## config.mk

```make
export PLATFORM = sky130hd
export DESIGN_NAME = voice_alloc_flat
export DESIGN_NICKNAME = d
export VERILOG_FILES = /design/src/rtl/voice_alloc_pkg.sv /design/src/rtl/voice_alloc_if.sv /design/src/rtl/voice_alloc_pick.sv /design/src/rtl/voice_alloc.sv /design/src/flat_wrapper.sv
export SDC_FILE = /design/constraint.sdc
export NUM_CORES = 1
export LEC_CHECK = 0
export CAP_MARGIN = 5
export CORE_ASPECT_RATIO = 0.6
export CORE_UTILIZATION = 45
export CTS_CLUSTER_SIZE = 16
export DETAILED_ROUTE_END_ITERATION = 8
export DONT_BUFFER_PORTS = 1
export PLACE_DENSITY = 0.57
export SYNTH_ARGS = -nofsm -noshare
export SYNTH_HDL_FRONTEND = slang
export SYNTH_SLANG_ARGS = --single-unit
```

## constraint.sdc

```tcl
create_clock -name clk32 -period 20.3 [get_ports clk32]
set_clock_uncertainty 0.2 [all_clocks]
set_input_delay 4.06 -clock clk32 [delete_from_list [all_inputs] [get_ports clk32]]
set_output_delay 4.06 -clock clk32 [all_outputs]
set_load 0.1 [all_outputs]
```

## src/rtl/voice_alloc_pkg.sv

```systemverilog
// Shared types for the voice allocator: slot-state and FSM encodings, the
// per-slot record and the candidate priority classes used while scanning.
package voice_alloc_pkg;

    typedef enum logic [1:0] {
        SLOT_FREE      = 2'd0,
        SLOT_HELD      = 2'd1,
        SLOT_RELEASING = 2'd2
    } slot_state_e;

    typedef enum logic [1:0] {
        ST_IDLE  = 2'd0,
        ST_SCAN  = 2'd1,
        ST_EMIT  = 2'd2,
        ST_PANIC = 2'd3
    } fsm_state_e;

    // Slot record. The age stamp width is a module parameter, so the stamp
    // lives in a parallel array next to the table of these records.
    typedef struct packed {
        slot_state_e state;
        logic [3:0]  channel;
        logic [6:0]  note;
    } slot_info_t;

    // Candidate priority class; a lower value wins.
    typedef logic [2:0] pclass_t;
    localparam pclass_t CLS_RETRIG    = 3'd0;
    localparam pclass_t CLS_FREE      = 3'd1;
    localparam pclass_t CLS_RELEASING = 3'd2;
    localparam pclass_t CLS_HELD      = 3'd3;
    localparam pclass_t CLS_NONE      = 3'd4;

    // Priority class of one slot for the event being scheduled. A note-off
    // only cares about a HELD slot carrying the same channel and note.
    function automatic pclass_t slot_class(input slot_info_t s, input logic is_on,
                                           input logic [3:0] ch, input logic [6:0] note);
        logic match;
        match = (s.state != SLOT_FREE) && (s.channel == ch) && (s.note == note);
        if (!is_on) begin
            return (match && (s.state == SLOT_HELD)) ? CLS_RETRIG : CLS_NONE;
        end
        if (match) begin
            return CLS_RETRIG;
        end
        case (s.state)
            SLOT_FREE:      return CLS_FREE;
            SLOT_RELEASING: return CLS_RELEASING;
            default:        return CLS_HELD;
        endcase
    endfunction

endpackage

```

## src/rtl/voice_alloc_if.sv

```systemverilog
// Event handshake and synth2 strobe bundle. The master side offers events
// and all_off and consumes the strobes; the allocator is the slave.
interface voice_alloc_if;
    logic       ev_valid;
    logic       ev_ready;
    logic       ev_on;
    logic [6:0] ev_note;
    logic [6:0] ev_velocity;
    logic [3:0] ev_channel;
    logic       all_off;
    logic       note_pressed;
    logic       note_released;
    logic [6:0] note;
    logic [6:0] velocity;
    logic [3:0] channel;
    logic [7:0] addr;
    logic       stolen;

    modport master (
        output ev_valid, ev_on, ev_note, ev_velocity, ev_channel, all_off,
        input  ev_ready, note_pressed, note_released, note, velocity, channel, addr, stolen
    );

    modport slave (
        input  ev_valid, ev_on, ev_note, ev_velocity, ev_channel, all_off,
        output ev_ready, note_pressed, note_released, note, velocity, channel, addr, stolen
    );
endinterface

```

## src/rtl/voice_alloc_pick.sv

```systemverilog
// One scan step: weigh the current slot against the running best candidate.
// Lower class wins; within the aged classes the larger age wins; everything
// else keeps the earlier (lower-index) holder because slots arrive in order.
module voice_pick
    import voice_alloc_pkg::*;
#(
    parameter int IDX_W   = 4,
    parameter int STAMP_W = 12
) (
    input  slot_info_t         i_slot,
    input  logic [STAMP_W-1:0] i_stamp,
    input  logic [IDX_W-1:0]   i_idx,
    input  logic               i_is_on,
    input  logic [3:0]         i_channel,
    input  logic [6:0]         i_note,
    input  logic [STAMP_W-1:0] i_stamp_now,
    input  logic [IDX_W-1:0]   i_best_idx,
    input  pclass_t            i_best_class,
    input  logic [STAMP_W-1:0] i_best_age,
    output logic [IDX_W-1:0]   o_best_idx,
    output pclass_t            o_best_class,
    output logic [STAMP_W-1:0] o_best_age
);
    pclass_t            w_class;
    logic [STAMP_W-1:0] w_age;
    logic               w_aged;

    assign w_class = slot_class(i_slot, i_is_on, i_channel, i_note);
    // Modular difference: correct as long as the stamp is under 2^STAMP_W events old.
    assign w_age   = i_stamp_now - i_stamp;
    assign w_aged  = (w_class == CLS_RELEASING) || (w_class == CLS_HELD);

    // Select the better of the running best and the current slot.
    always_comb begin
        // NOTE: every output gets a default first so no path leaves it unassigned (no latch).
        o_best_idx   = i_best_idx;
        o_best_class = i_best_class;
        o_best_age   = i_best_age;
        if ((w_class < i_best_class) ||
            ((w_class == i_best_class) && w_aged && (w_age > i_best_age))) begin
            o_best_idx   = i_idx;
            o_best_class = w_class;
            o_best_age   = w_age;
        end
    end
endmodule

```

## src/rtl/voice_alloc.sv

```systemverilog
// Voice allocator: maps note-on/note-off events onto synth2 voice slots,
// steals the oldest voice when full, and sweeps all held voices on all_off.
module voice_alloc
    import voice_alloc_pkg::*;
#(
    parameter int NUM_VOICES = 16,
    parameter int STAMP_W    = 12
) (
    input  logic         clk32,
    input  logic         rst,
    voice_alloc_if.slave bus
);
    localparam int IDX_W = (NUM_VOICES > 1) ? $clog2(NUM_VOICES) : 1;
    localparam logic [IDX_W-1:0] LAST_IDX = IDX_W'(NUM_VOICES - 1);

    fsm_state_e         r_state, w_state_next;
    logic [IDX_W-1:0]   r_idx;
    logic               r_phase;
    logic               r_ev_ready;

    logic               r_ev_on;
    logic [6:0]         r_ev_note, r_ev_vel;
    logic [3:0]         r_ev_ch;

    logic [IDX_W-1:0]   r_best_idx, w_pick_idx;
    pclass_t            r_best_class, w_pick_class;
    logic [STAMP_W-1:0] r_best_age, w_pick_age;

    slot_info_t         r_slot  [NUM_VOICES];
    logic [STAMP_W-1:0] r_stamp [NUM_VOICES];
    logic [STAMP_W-1:0] r_stamp_now;

    logic               r_note_pressed, r_note_released, r_stolen;
    logic [6:0]         r_note, r_velocity;
    logic [3:0]         r_channel;
    logic [7:0]         r_addr;

    logic               w_last, w_accept, w_emit_press, w_emit_release, w_panic_fire;

    assign w_last = (r_idx == LAST_IDX);

    voice_pick #(.IDX_W(IDX_W), .STAMP_W(STAMP_W)) u_pick (
        .i_slot       (r_slot[r_idx]),
        .i_stamp      (r_stamp[r_idx]),
        .i_idx        (r_idx),
        .i_is_on      (r_ev_on),
        .i_channel    (r_ev_ch),
        .i_note       (r_ev_note),
        .i_stamp_now  (r_stamp_now),
        .i_best_idx   (r_best_idx),
        .i_best_class (r_best_class),
        .i_best_age   (r_best_age),
        .o_best_idx   (w_pick_idx),
        .o_best_class (w_pick_class),
        .o_best_age   (w_pick_age)
    );

    // all_off wins over a same-cycle event, so the offer is not acknowledged then.
    assign bus.ev_ready      = r_ev_ready && !bus.all_off;
    assign bus.note_pressed  = r_note_pressed;
    assign bus.note_released = r_note_released;
    assign bus.stolen        = r_stolen;
    assign bus.note          = r_note;
    assign bus.velocity      = r_velocity;
    assign bus.channel       = r_channel;
    assign bus.addr          = r_addr;

    // Next state and the single-cycle actions of EMIT and PANIC.
    always_comb begin
        w_state_next   = r_state;
        w_accept       = 1'b0;
        w_emit_press   = 1'b0;
        w_emit_release = 1'b0;
        w_panic_fire   = 1'b0;
        case (r_state)
            ST_IDLE: begin
                if (r_ev_ready && bus.all_off) begin
                    w_state_next = ST_PANIC;
                end else if (bus.ev_valid && bus.ev_ready) begin
                    w_accept     = 1'b1;
                    w_state_next = ST_SCAN;
                end
            end
            ST_SCAN: begin
                if (w_last) w_state_next = ST_EMIT;
            end
            ST_EMIT: begin
                w_state_next   = ST_IDLE;
                w_emit_press   = r_ev_on;
                w_emit_release = !r_ev_on && (r_best_class == CLS_RETRIG);
            end
            ST_PANIC: begin
                w_panic_fire = !r_phase && (r_slot[r_idx].state == SLOT_HELD);
                if (w_last && r_phase) w_state_next = ST_IDLE;
            end
            default: w_state_next = ST_IDLE;
        endcase
    end

    // FSM state, slot walker (one slot per SCAN cycle, two per PANIC slot) and ready flag.
    always_ff @(posedge clk32 or posedge rst) begin
        // NOTE: sequential state uses <= so every register samples pre-edge values.
        if (rst) begin
            r_state    <= ST_IDLE;
            r_idx      <= '0;
            r_phase    <= 1'b0;
            r_ev_ready <= 1'b0;
        end else begin
            r_state    <= w_state_next;
            r_ev_ready <= (w_state_next == ST_IDLE);
            case (r_state)
                ST_SCAN: r_idx <= w_last ? '0 : r_idx + 1'b1;
                ST_PANIC: begin
                    r_phase <= ~r_phase;
                    if (r_phase) r_idx <= w_last ? '0 : r_idx + 1'b1;
                end
                default: begin
                    r_idx   <= '0;
                    r_phase <= 1'b0;
                end
            endcase
        end
    end

    // Latch the accepted event and accumulate the best candidate during SCAN.
    always_ff @(posedge clk32 or posedge rst) begin
        if (rst) begin
            r_ev_on      <= 1'b0;
            r_ev_note    <= '0;
            r_ev_vel     <= '0;
            r_ev_ch      <= '0;
            r_best_idx   <= '0;
            r_best_class <= CLS_NONE;
            r_best_age   <= '0;
        end else if (w_accept) begin
            // A note-on with velocity 0 is a note-off.
            r_ev_on      <= bus.ev_on && (bus.ev_velocity != 7'd0);
            r_ev_note    <= bus.ev_note;
            r_ev_vel     <= bus.ev_velocity;
            r_ev_ch      <= bus.ev_channel;
            r_best_idx   <= '0;
            r_best_class <= CLS_NONE;
            r_best_age   <= '0;
        end else if (r_state == ST_SCAN) begin
            r_best_idx   <= w_pick_idx;
            r_best_class <= w_pick_class;
            r_best_age   <= w_pick_age;
        end
    end

    // Slot table and stamp counter; slots leave FREE for good once used.
    always_ff @(posedge clk32 or posedge rst) begin
        // NOTE: the table is reset on purpose: FREE is the state every slot must start from.
        if (rst) begin
            for (int i = 0; i < NUM_VOICES; i++) begin
                r_slot[i]  <= '{state: SLOT_FREE, channel: 4'd0, note: 7'd0};
                r_stamp[i] <= '0;
            end
            r_stamp_now <= '0;
        end else begin
            if (w_emit_press) begin
                r_slot[r_best_idx]  <= '{state: SLOT_HELD, channel: r_ev_ch, note: r_ev_note};
                r_stamp[r_best_idx] <= r_stamp_now;
                r_stamp_now         <= r_stamp_now + 1'b1;
            end
            if (w_emit_release) begin
                r_slot[r_best_idx].state <= SLOT_RELEASING;
                r_stamp[r_best_idx]      <= r_stamp_now;
            end
            if (w_panic_fire) begin
                r_slot[r_idx].state <= SLOT_RELEASING;
            end
        end
    end

    // Registered strobes; data fields hold until the next strobe.
    always_ff @(posedge clk32 or posedge rst) begin
        if (rst) begin
            r_note_pressed  <= 1'b0;
            r_note_released <= 1'b0;
            r_stolen        <= 1'b0;
            r_note          <= '0;
            r_velocity      <= '0;
            r_channel       <= '0;
            r_addr          <= '0;
        end else begin
            r_note_pressed  <= w_emit_press;
            r_note_released <= w_emit_release || w_panic_fire;
            r_stolen        <= w_emit_press && (r_best_class == CLS_HELD);
            if (w_emit_press || w_emit_release) begin
                r_note     <= r_ev_note;
                r_velocity <= r_ev_vel;
                r_channel  <= r_ev_ch;
                r_addr     <= 8'(r_best_idx);
            end else if (w_panic_fire) begin
                r_note     <= r_slot[r_idx].note;
                r_velocity <= 7'd0;
                r_channel  <= r_slot[r_idx].channel;
                r_addr     <= 8'(r_idx);
            end
        end
    end
endmodule

```

## src/flat_wrapper.sv

```systemverilog
// flat-port wrapper written by rule: the top's interface ports become plain ports
module voice_alloc_flat import voice_alloc_pkg::*;
#(
    parameter int NUM_VOICES = 16,
    parameter int STAMP_W    = 12
)
  (clk32, rst, bus_ev_valid, bus_ev_on, bus_ev_note, bus_ev_velocity, bus_ev_channel, bus_all_off, bus_ev_ready, bus_note_pressed, bus_note_released, bus_note, bus_velocity, bus_channel, bus_addr, bus_stolen);
  voice_alloc_if bus_i ();
  input  logic clk32;
  input  logic rst;
  input wire logic [$bits(bus_i.ev_valid)-1:0] bus_ev_valid;
  input wire logic [$bits(bus_i.ev_on)-1:0] bus_ev_on;
  input wire logic [$bits(bus_i.ev_note)-1:0] bus_ev_note;
  input wire logic [$bits(bus_i.ev_velocity)-1:0] bus_ev_velocity;
  input wire logic [$bits(bus_i.ev_channel)-1:0] bus_ev_channel;
  input wire logic [$bits(bus_i.all_off)-1:0] bus_all_off;
  output wire logic [$bits(bus_i.ev_ready)-1:0] bus_ev_ready;
  output wire logic [$bits(bus_i.note_pressed)-1:0] bus_note_pressed;
  output wire logic [$bits(bus_i.note_released)-1:0] bus_note_released;
  output wire logic [$bits(bus_i.note)-1:0] bus_note;
  output wire logic [$bits(bus_i.velocity)-1:0] bus_velocity;
  output wire logic [$bits(bus_i.channel)-1:0] bus_channel;
  output wire logic [$bits(bus_i.addr)-1:0] bus_addr;
  output wire logic [$bits(bus_i.stolen)-1:0] bus_stolen;
  assign bus_i.ev_valid = bus_ev_valid;
  assign bus_i.ev_on = bus_ev_on;
  assign bus_i.ev_note = bus_ev_note;
  assign bus_i.ev_velocity = bus_ev_velocity;
  assign bus_i.ev_channel = bus_ev_channel;
  assign bus_i.all_off = bus_all_off;
  assign bus_ev_ready = bus_i.ev_ready;
  assign bus_note_pressed = bus_i.note_pressed;
  assign bus_note_released = bus_i.note_released;
  assign bus_note = bus_i.note;
  assign bus_velocity = bus_i.velocity;
  assign bus_channel = bus_i.channel;
  assign bus_addr = bus_i.addr;
  assign bus_stolen = bus_i.stolen;
  voice_alloc #(.NUM_VOICES(NUM_VOICES), .STAMP_W(STAMP_W)) u_core (.clk32(clk32), .rst(rst), .bus(bus_i));
endmodule
```

==> results.md, run 1 <==
- Worst min-delay path class: reg -> reg
- Fmax: 110 MHz
- Fin nets: 1,712
- Post-CTS Setup Bufs: 0
- Least-Margin Pin Slew: roughly 1200 ps
- CP endpoint kind: primary output
- Num CTS Buffers: 46
- Setup CP Type: in -> out
- Placed instance area: 23,400 um^2
- Post-CTS Hold Fix Bufs: 0
- Worst reg2reg path depth: 19
- Mean Syn Cell Area: 13.3 um^2
- Die area: 52,000 um^2
- Area growth syn-to-layout: 8.60%
- Routed wire length: 58.4 mm
- Die X: 294 um
- Area of the multi-input gates: 10,100 um^2
- GRT overflow: 0
- Warnings, synthesis: 0
- Max incr delay on CP: 800 ps
- Share of layout cells above drive strength 1: 0.332
- Final cycle utilization of the critical path: 0.449
- First-pass GRT wire length: approximately 90 mm
- Gpl congestion: 0.866
- Hold_sp: u_core.r_ev_vel[4]
- Setup TNS: 0 ps
- Starting density of the core: 0.461
- Lkg Pwr: 0.0119 uW
- Crit path cell chain: nor2b_2
- Cell family contributing the most delay on the critical path: simple AND/OR/NAND/NOR gates
- Peak fanout along the critical path: 4
- Max stage delay cell, worst path: nor2b_2
- Final non-filler cell area: 25,000 um^2
- Crit start category: input pin
- Internal: around 1800 uW
- Setup-failing EPs final: 0
- Initial antenna violation count: 0
- Vias in the first global route: 14,100
- CTS Buffer Depth: 3
- Async SR Flop Fraction: 1.00
- Vias: 13,800
- Vias per inst: 5.81
- Worst-skew pair later-pin latency: 570 ps
- Hold path depth: 2
- Rows: 63
- Core region area: 49,900 um^2
- Final min period: 9120 ps
- Total length of routed met3 wires: between 4 and 5 mm
- Worst Path Required: ~16,000 ps
- Post-route ant nets: 0
- Gate power share: 0.213
- Largest area contributor in the netlist: dfrtp_1
- DR WL/cell: between 20 and 25 um
- Clock share of power: 0.325
- Worst path bufs/invs: 0
- Synth top area share: 0.525
- Status: complete, no violations
- Drc violations: 0
- Mapped Cells: 1,727
- Post-synth EDFFs: 0
- CTS H-tree depth: 2
- R2R Path End: u_core.r_best_age[6]
- Met1 Wirelength: 30.4 mm
- CP arrival: just under 5000 ps
- Clock Tree Root: clkbuf_16
- Initial drt markers: 1,109
- CTS resizes: 0
- Clock sinks: 483
- Mapped Area: 23,000 um^2
- Switching power: 973 uW
- RSZ-0062 raised after global routing: false
- Cell area power density: 110 nW/um^2
- Tot GR Track Use: 0.233
- # fillers: about 4,400
- Most used DFF post-synth: dfrtp_1
- Reg-to-Reg Start: u_core.r_idx[0]
- Synth Register Bits: 483
- Unique masters post-synth: 70
- Post-synthesis sequential area ratio: 0.526
- Setup slack, reg-to-reg: 12,870 ps
- I/O pins: 53
- Final Hold Vio Count: 0
- Worst slew margin: 0.203
- Clk slew on worst S/H paths: 70 ps
- Hold endpoint: u_core.bus.velocity[4]
- Largest net degree at the start of global routing: approximately 180
- Max_cap viols: 0
- Final max-slew violation count: 0
- Max layer used: met4
- Die Y: 177 um
- Sw frac: 0.354
- CP Launch Point: bus_all_off
- CTS tree: done
- Peak VDD IR: 0.0000730 V
- Wire length on met2: 22.9 mm
- Port Buffers: 0
- Detail Placement HPWL: 37.4 mm
- Register area: roughly 12,000 um^2
- Area contributors post-synth: dfrtp_1 52%, mux2_2 17%, mux4_2 10%, nand2_1 2.4%, ha_1 1.7%
- DRT Pass-1 Iters: 5
- Seq pwr share: 0.463
==> power groups by stage <==
| stage | Combinational [uW] | Sequential, uW | Clock (uW) |
|---|---|---|---|
| floorplan | 515 | 1200 | 0 |
| global placement | 579 | 1290 | 0 |
| detailed placement | 586 | 1290 | 0 |
| CTS | 588 | 1270 | 911 |
| finish | 584 | 1270 | 892 |
| global route | 637 | 1280 | 954 |
==> worst max path at each step <==
stage	to	slack (ps)	depth (start not counted)
6_report	bus_ev_ready	11180	1
5_1_grt	bus_ev_ready	11170	1
4_1_cts	bus_ev_ready	11170	1
3_5_place_dp	bus_ev_ready	11180	1
3_3_place_gp	bus_ev_ready	11170	1
2_1_floorplan	asynchronous set/reset pin	2560	1
==> stage by stage <==
stage / instances / util / hold WS [ps] / setup WS [ps] / total power, uW
4_1_cts: 2373 / 0.500 / 267 / 11170 / 2770
3_3_place_gp: 2291 / 0.469 / 242 / 11170 / 1870
5_1_grt: 2373 / 0.500 / 287 / 11170 / 2870
3_5_place_dp: 2291 / 0.469 / 251 / 11180 / 1880
6_report: 2374 / 0.500 / 262 / 11180 / 2750
2_1_floorplan: 1730 / - / 233 / 2560 / 1720
==> cell type report <==
type | count | area share
sequential | 483 | 0.485
clock inverter | 5 | 0.00200
tap | 682 | 0.0342
inverter | 46 | 0.00722
antenna | 1 | 0.000100
timing repair buffer | 17 | 0.00561
multi-input combinational | 1063 | 0.406
clock buffer | 77 | 0.0601
==> synth_stat cells (all sizes together), types with 5 or more instances <==
library cell  number
a211oi             5
a21o              11
a21oi             29
a22o               8
a22oi             26
and2              14
and3               6
buf               37
clkbuf           101
dfrtp            482
ha                31
inv               44
mux2             364
mux2i             35
mux4             103
nand2            145
nand2b             5
nand3             19
nand4              8
nor2              62
nor2b             18
nor3              22
o21a               7
o21ai             47
o22ai             13
xnor2             34
xor2               6
==> cells in the final DEF, fill, tap and decap left out, types with 21 or more instances in the layout <==
cell type,n
a21oi_1,29
o21ai_1,26
ha_1,31
mux2i_1,33
clkbuf_16,49
dfrtp_1,479
o21ai_0,21
nand2_1,145
mux4_2,103
xnor2_1,34
a22oi_1,25
nor2_1,61
inv_1,41
mux2_2,344
==> cells by family (layout without fill, tap and decap cells) <==
| family | count (synthesis) | in the layout | share of synthesized area |
|---|---|---|---|
| adder cells (fa/ha/maj) | 32 | 32 | 0.0177 |
| flip-flops | 483 | 483 | 0.526 |
| other | 1 | 5 | 0.000163 |
| XOR/XNOR | 40 | 40 | 0.0152 |
| AO/OA/AOI/OAI | 169 | 169 | 0.0482 |
| AND/OR/NAND/NOR | 316 | 316 | 0.0624 |
| multiplexers | 502 | 502 | 0.295 |
| buffers and inverters | 184 | 145 | 0.0355 |
==> routing by layer <==
metal,track usage,up-vias
met5,0,-
met4,0.0430,0
met3,0.0605,79
met2,0.304,324
met1,0.381,7315
li1,-,6072
(Power assumes the default switching activity.)
==> inputs of run 2 (changes only) <==
==> constraint.sdc (replaced) <==
create_clock -name clk32 -period 8.4 [get_ports clk32]
set_clock_uncertainty 0.2 [all_clocks]
set_input_delay 1.68 -clock clk32 [delete_from_list [all_inputs] [get_ports clk32]]
set_output_delay 1.68 -clock clk32 [all_outputs]
set_load 0.1 [all_outputs]
==> results.md, run 2 (same netlist as run 1, synthesis figures left out) <==
- Status: complete, no violations
- CP arrival: 6740 ps
- Most common cell after layout, fill and taps aside: dfrtp_1
- First-pass GRT wire length: 91.4 mm
- Clock sinks: 483
- Initial antenna violation count: 0
- Cell mode on critical path: a21oi_1
- Total power: between 6000 and 7000 uW
- RSZ-0062 raised after global routing: false
- CTS Buffer Depth: 3
- Crit path cell chain: inv_2 > mux4_2 > ha_1 > inv_1 > fa_1 > a21o_1 > a21oi_1 > o21bai_1 > a21oi_1 > o211a_1 > nor2_1 > o311ai_0 > ha_1 > a21o_1 > a21oi_1 > o211ai_1 > nand4_1 > o21a_1 > mux2_1
- Routed wire length: 58.6 mm
- Peak VDD IR: 0.000173 V
- Initial drt markers: between 900 and 1,000
- Post-route ant nets: 0
- Clk slew on worst S/H paths: 60 ps
- Final min period: 6500 ps
- Num CTS Buffers: 47
- Die X: 294 um
- Fin nets: 1,717
- Final Hold Vio Count: 0
- CTS tree: done
- Post-CTS Setup Bufs: 0
- DR WL/cell: 24.6 um
- Worst-skew pair later-pin latency: 580 ps
- Drc violations: 0
- Largest net degree at the start of global routing: 110
- Final max-slew violation count: 0
- Post-CTS Hold Fix Bufs: 0
- Lkg Pwr: about 0.012 uW
- CP endpoint kind: flop
- Fmax: around 150 MHz
- Worst Path Required: 8650 ps
- Core region area: 49,900 um^2
- Starting density of the core: 0.461
- DRT Pass-1 Iters: 5
- Tot GR Track Use: 0.234
- Rows: 63
- Worst min-delay path class: reg -> reg
- Clock Tree Root: clkbuf_16
- Setup-failing EPs final: 0
- Vias: 13,900
- Gpl congestion: 0.860
- Least-Margin Pin Slew: 1140 ps
- I/O pins: 53
- Vias per inst: 5.83
- Placed cell count: around 2,300
- Max_cap viols: 0
- CTS resizes: 0
- Most frequent cells in the layout: 479 x dfrtp_1, 344 x mux2_2, 145 x nand2_1
- Cell area power density: between 200 and 300 nW/um^2
- Max incr delay on CP: about 870 ps
- Area growth syn-to-layout: 9.85%
- CTS H-tree depth: 2
- Max stage delay cell, worst path: dfrtp_1
- Detail Placement HPWL: 38.5 mm
- Cell family contributing the most delay on the critical path: compound AO/OA/AOI/OAI gates
- Die Y: 177 um
- Crit start category: flop
- Share of layout cells above drive strength 1: 0.338
- Setup CP Type: reg -> reg
- Area of the multi-input gates: 10,200 um^2
- GRT overflow: 0
- Worst slew margin: 0.236
- Vias in the first global route: about 14,000
- Final cycle utilization of the critical path: 0.773
- Peak fanout along the critical path: 21
- Port Buffers: 0
- Worst path bufs/invs: 2
- Register area: around 12,000 um^2
- # fillers: 4,261
- Final non-filler cell total: 2,383
- Diodes inserted: 0
- Die area: 52,000 um^2
-- run 2: tightest hold or removal path, delay by kind of cell, from the launching register on --
kind / cells / cell delay (ps)
flip-flops: 1 / 340
AND/OR/NAND/NOR: 2 / 100
-- run 2: final timing paths --
kind                                     from                         end  slack [ps]  depth (start not counted)
setup / recovery              u_core.r_idx[3]        u_core.r_best_age[7]        1900                         19
hold / removal             u_core.r_ev_vel[0]      u_core.bus.velocity[0]         260                          2
setup reg to reg              u_core.r_idx[3]        u_core.r_best_age[7]        1900                         19
hold reg to reg            u_core.r_ev_vel[0]      u_core.bus.velocity[0]         260                          2
max in group asynchronous                 rst  asynchronous set/reset pin        5140                          3
min in group asynchronous                 rst          u_core.r_ev_vel[5]         910                          1
-- run 2: layout make-up --
class                           instances  area share
Timing Repair Buffer                   21     0.00723
Clock inverter                         26      0.0186
Tap cell                              682      0.0338
Sequential cell                       483       0.479
Inverter                               46     0.00699
Clock buffer                           62      0.0520
Multi-Input combinational cell       1063       0.402
-- run 2: through the flow --
stage	area, um^2	utilization	hold WS (ps)	worst slack (ps)	setup TNS, ps
6_report	25300	0.506	261	1900	0
5_1_grt	25300	0.506	293	1470	0
4_1_cts	25300	0.506	265	1910	0
3_5_place_dp	23500	0.470	251	1970	0
3_3_place_gp	23500	0.470	245	2070	0
2_1_floorplan	23000	-	233	-25.9	-12470
-- run 2: power breakdown --
part           internal, uW  switching (uW)  total (uW)
clock                  1500             935        2440
sequential             2470             612        3080
combinational           585             819        1400
total                  4560            2370        6930
-- run 2: layer usage --
| metal | routed length (um) | part of all wire | up-vias | track usage |
|---|---|---|---|---|
| li1 | - | - | 6078 | - |
| met1 | 30400 | 0.52 | 7453 | 0.379 |
| met2 | 23800 | 0.41 | 299 | 0.317 |
| met3 | 3600 | 0.061 | 73 | 0.0514 |
| met4 | 856 | 0.015 | 0 | 0.0406 |
| met5 | 0 | 0 | - | 0 |
==> inputs of run 3 (changes only) <==
==> constraint.sdc (replaced) <==
create_clock -name clk32 -period 6.5 [get_ports clk32]
set_clock_uncertainty 0.2 [all_clocks]
set_input_delay 1.3 -clock clk32 [delete_from_list [all_inputs] [get_ports clk32]]
set_output_delay 1.3 -clock clk32 [all_outputs]
set_load 0.1 [all_outputs]
==> results.md, run 3 (same netlist as run 1, synthesis figures left out) <==
- Status: complete, no violations
- Worst hold margin: between 200 and 300 ps
- Clock Tree Root: clkbuf_16
- Num CTS Buffers: 46
- Initial drt markers: 1,400
- Largest net degree at the start of global routing: approximately 180
- Peak fanout along the critical path: 19
- Placed instance area: 23,500 um^2
- Max stage delay cell, worst path: dfrtp_4
- Area growth syn-to-layout: 8.94%
- Final min period: a little under 6000 ps
- Clk slew on worst S/H paths: around 60 ps
- Core region area: about 50,000 um^2
- Share of layout cells above drive strength 1: 0.335
- Final max-slew violation count: 0
- Worst-skew pair later-pin latency: 570 ps
- Detail Placement HPWL: 38.7 mm
- Worst slew margin: 0.278
- # fillers: around 4,300
- Die area: 52,000 um^2
- Initial antenna violation count: 0
- Vias in the first global route: 14,200
- Vias: between 10,000 and 15,000
- CTS H-tree depth: 2
- GRT overflow: 0
- Least-Margin Pin Slew: approximately 1100 ps
- Cell area power density: 346 nW/um^2
- I/O pins: 53
- Worst path bufs/invs: 2
- Worst Path Required: around 6700 ps
- CTS Buffer Depth: 3
- Final cycle utilization of the critical path: 0.915
- First-pass GRT wire length: around 92 mm
- Rows: 63
- Cell mode on critical path: a21oi_1
- Clock sinks: 483
- Setup CP Type: reg -> reg
- Most frequent cells in the layout: 479 x dfrtp_1, 344 x mux2_2, 145 x nand2_1
- DRT Pass-1 Iters: 5
- Post-CTS Setup Bufs: 0
- Post-route ant nets: 0
- CP endpoint kind: flop
- RSZ-0062 raised after global routing: false
- Die X: slightly below 300 um
- CP arrival: 6190 ps
- Max incr delay on CP: 670 ps
- Tot GR Track Use: 0.236
- Starting density of the core: 0.461
- Gpl congestion: 0.874
- Routed wire length: 59.4 mm
- Most common cell after layout, fill and taps aside: dfrtp_1
- Max_cap viols: 0
- Crit start category: flop
- Cell family contributing the most delay on the critical path: compound AO/OA/AOI/OAI gates
- Vias per inst: between 5 and 6
- Drc violations: 0
- Fin nets: 1,721
- Setup WS post-layout: 553 ps
- Final Hold Vio Count: 0
- Post-CTS Hold Fix Bufs: 0
- Crit path cell chain: buf_4 > mux4_2 > mux4_2 > inv_1 > ha_1 > a21oi_1 > o21bai_1 > a21oi_1 > o211a_1 > nor2_1 > o311ai_0 > ha_1 > a21o_1 > a21oi_1 > o211ai_1 > nand4_1 > o21a_4 > mux2_1
- Port Buffers: 0
- DR WL/cell: between 20 and 25 um
- Fmax: 168 MHz
- Peak VDD IR: 0.000230 V
- Core Util, Final: 0.502
- Worst slack, placed: 171 ps
- Worst min-delay path class: reg -> reg
- Diodes inserted: 0
- Setup-failing EPs final: 0
- Final non-filler cell area: roughly 25,000 um^2
- CTS tree: done
- Lkg Pwr: 0.0119 uW
- Die Y: 177 um
-- run 3: routing by layer --
| layer | share of wire | routed length (um) | up-vias | GRT usage |
|---|---|---|---|---|
| li1 | - | - | 6099 | - |
| met1 | 0.51 | 30600 | 7405 | 0.389 |
| met2 | 0.40 | 23500 | 419 | 0.310 |
| met3 | 0.076 | 4540 | 71 | 0.0565 |
| met4 | 0.013 | 776 | 0 | 0.0430 |
| met5 | 0 | 0 | - | 0 |
-- run 3: worst paths after layout --
kind / start / end / slack (ps) / depth (start not counted)
min in group asynchronous: rst / u_core.r_stamp[119] / 600 / 1
max in group asynchronous: rst / asynchronous set/reset pin / 3990 / 2
worst max register to register: u_core.r_idx[0] / u_core.r_best_age[5] / 550 / 18
worst min register to register: u_core.r_ev_vel[0] / u_core.bus.velocity[0] / 260 / 2
worst min-delay path: u_core.r_ev_vel[0] / u_core.bus.velocity[0] / 260 / 2
worst max-delay path: u_core.r_idx[0] / u_core.r_best_age[5] / 550 / 18
-- run 3: area by class of cell --
type,instances,area (um^2),share of cell area
inverter,46,176,0.00704
sequential,483,12100,0.483
clock buffer,74,1450,0.0579
clock inverter,7,85.1,0.00340
tap,682,853,0.0341
timing repair buffer,26,233,0.00929
multi-input combinational,1063,10100,0.405
-- run 3: report_power, final --
| part | internal [uW] | switching [uW] | total [uW] |
|---|---|---|---|
| sequential | 3200 | 698 | 3900 |
| clock | 1600 | 1170 | 2770 |
| combinational | 774 | 1210 | 1990 |
-- run 3: worst min-delay path, stage by stage (launching register included) --
cell	delay [ps]
dfrtp_1	340
nand2_1	50
nand2_1	50
-- run 3: repair_timing --
action	CTS	global route
endpoints found under the hold margin	0	0
resized for setup	0	2
setup endpoints to repair	0	19
-- run 3: stage by stage --
step / instances / TNS [ps] / total power, uW
6_report: 2381 / 0 / 8660
5_1_grt: 2381 / 0 / 9040
4_1_cts: 2381 / 0 / 8710
3_5_place_dp: 2300 / 0 / 5920
3_3_place_gp: 2300 / 0 / 5890
2_1_floorplan: 1730 / -745110 / 5360
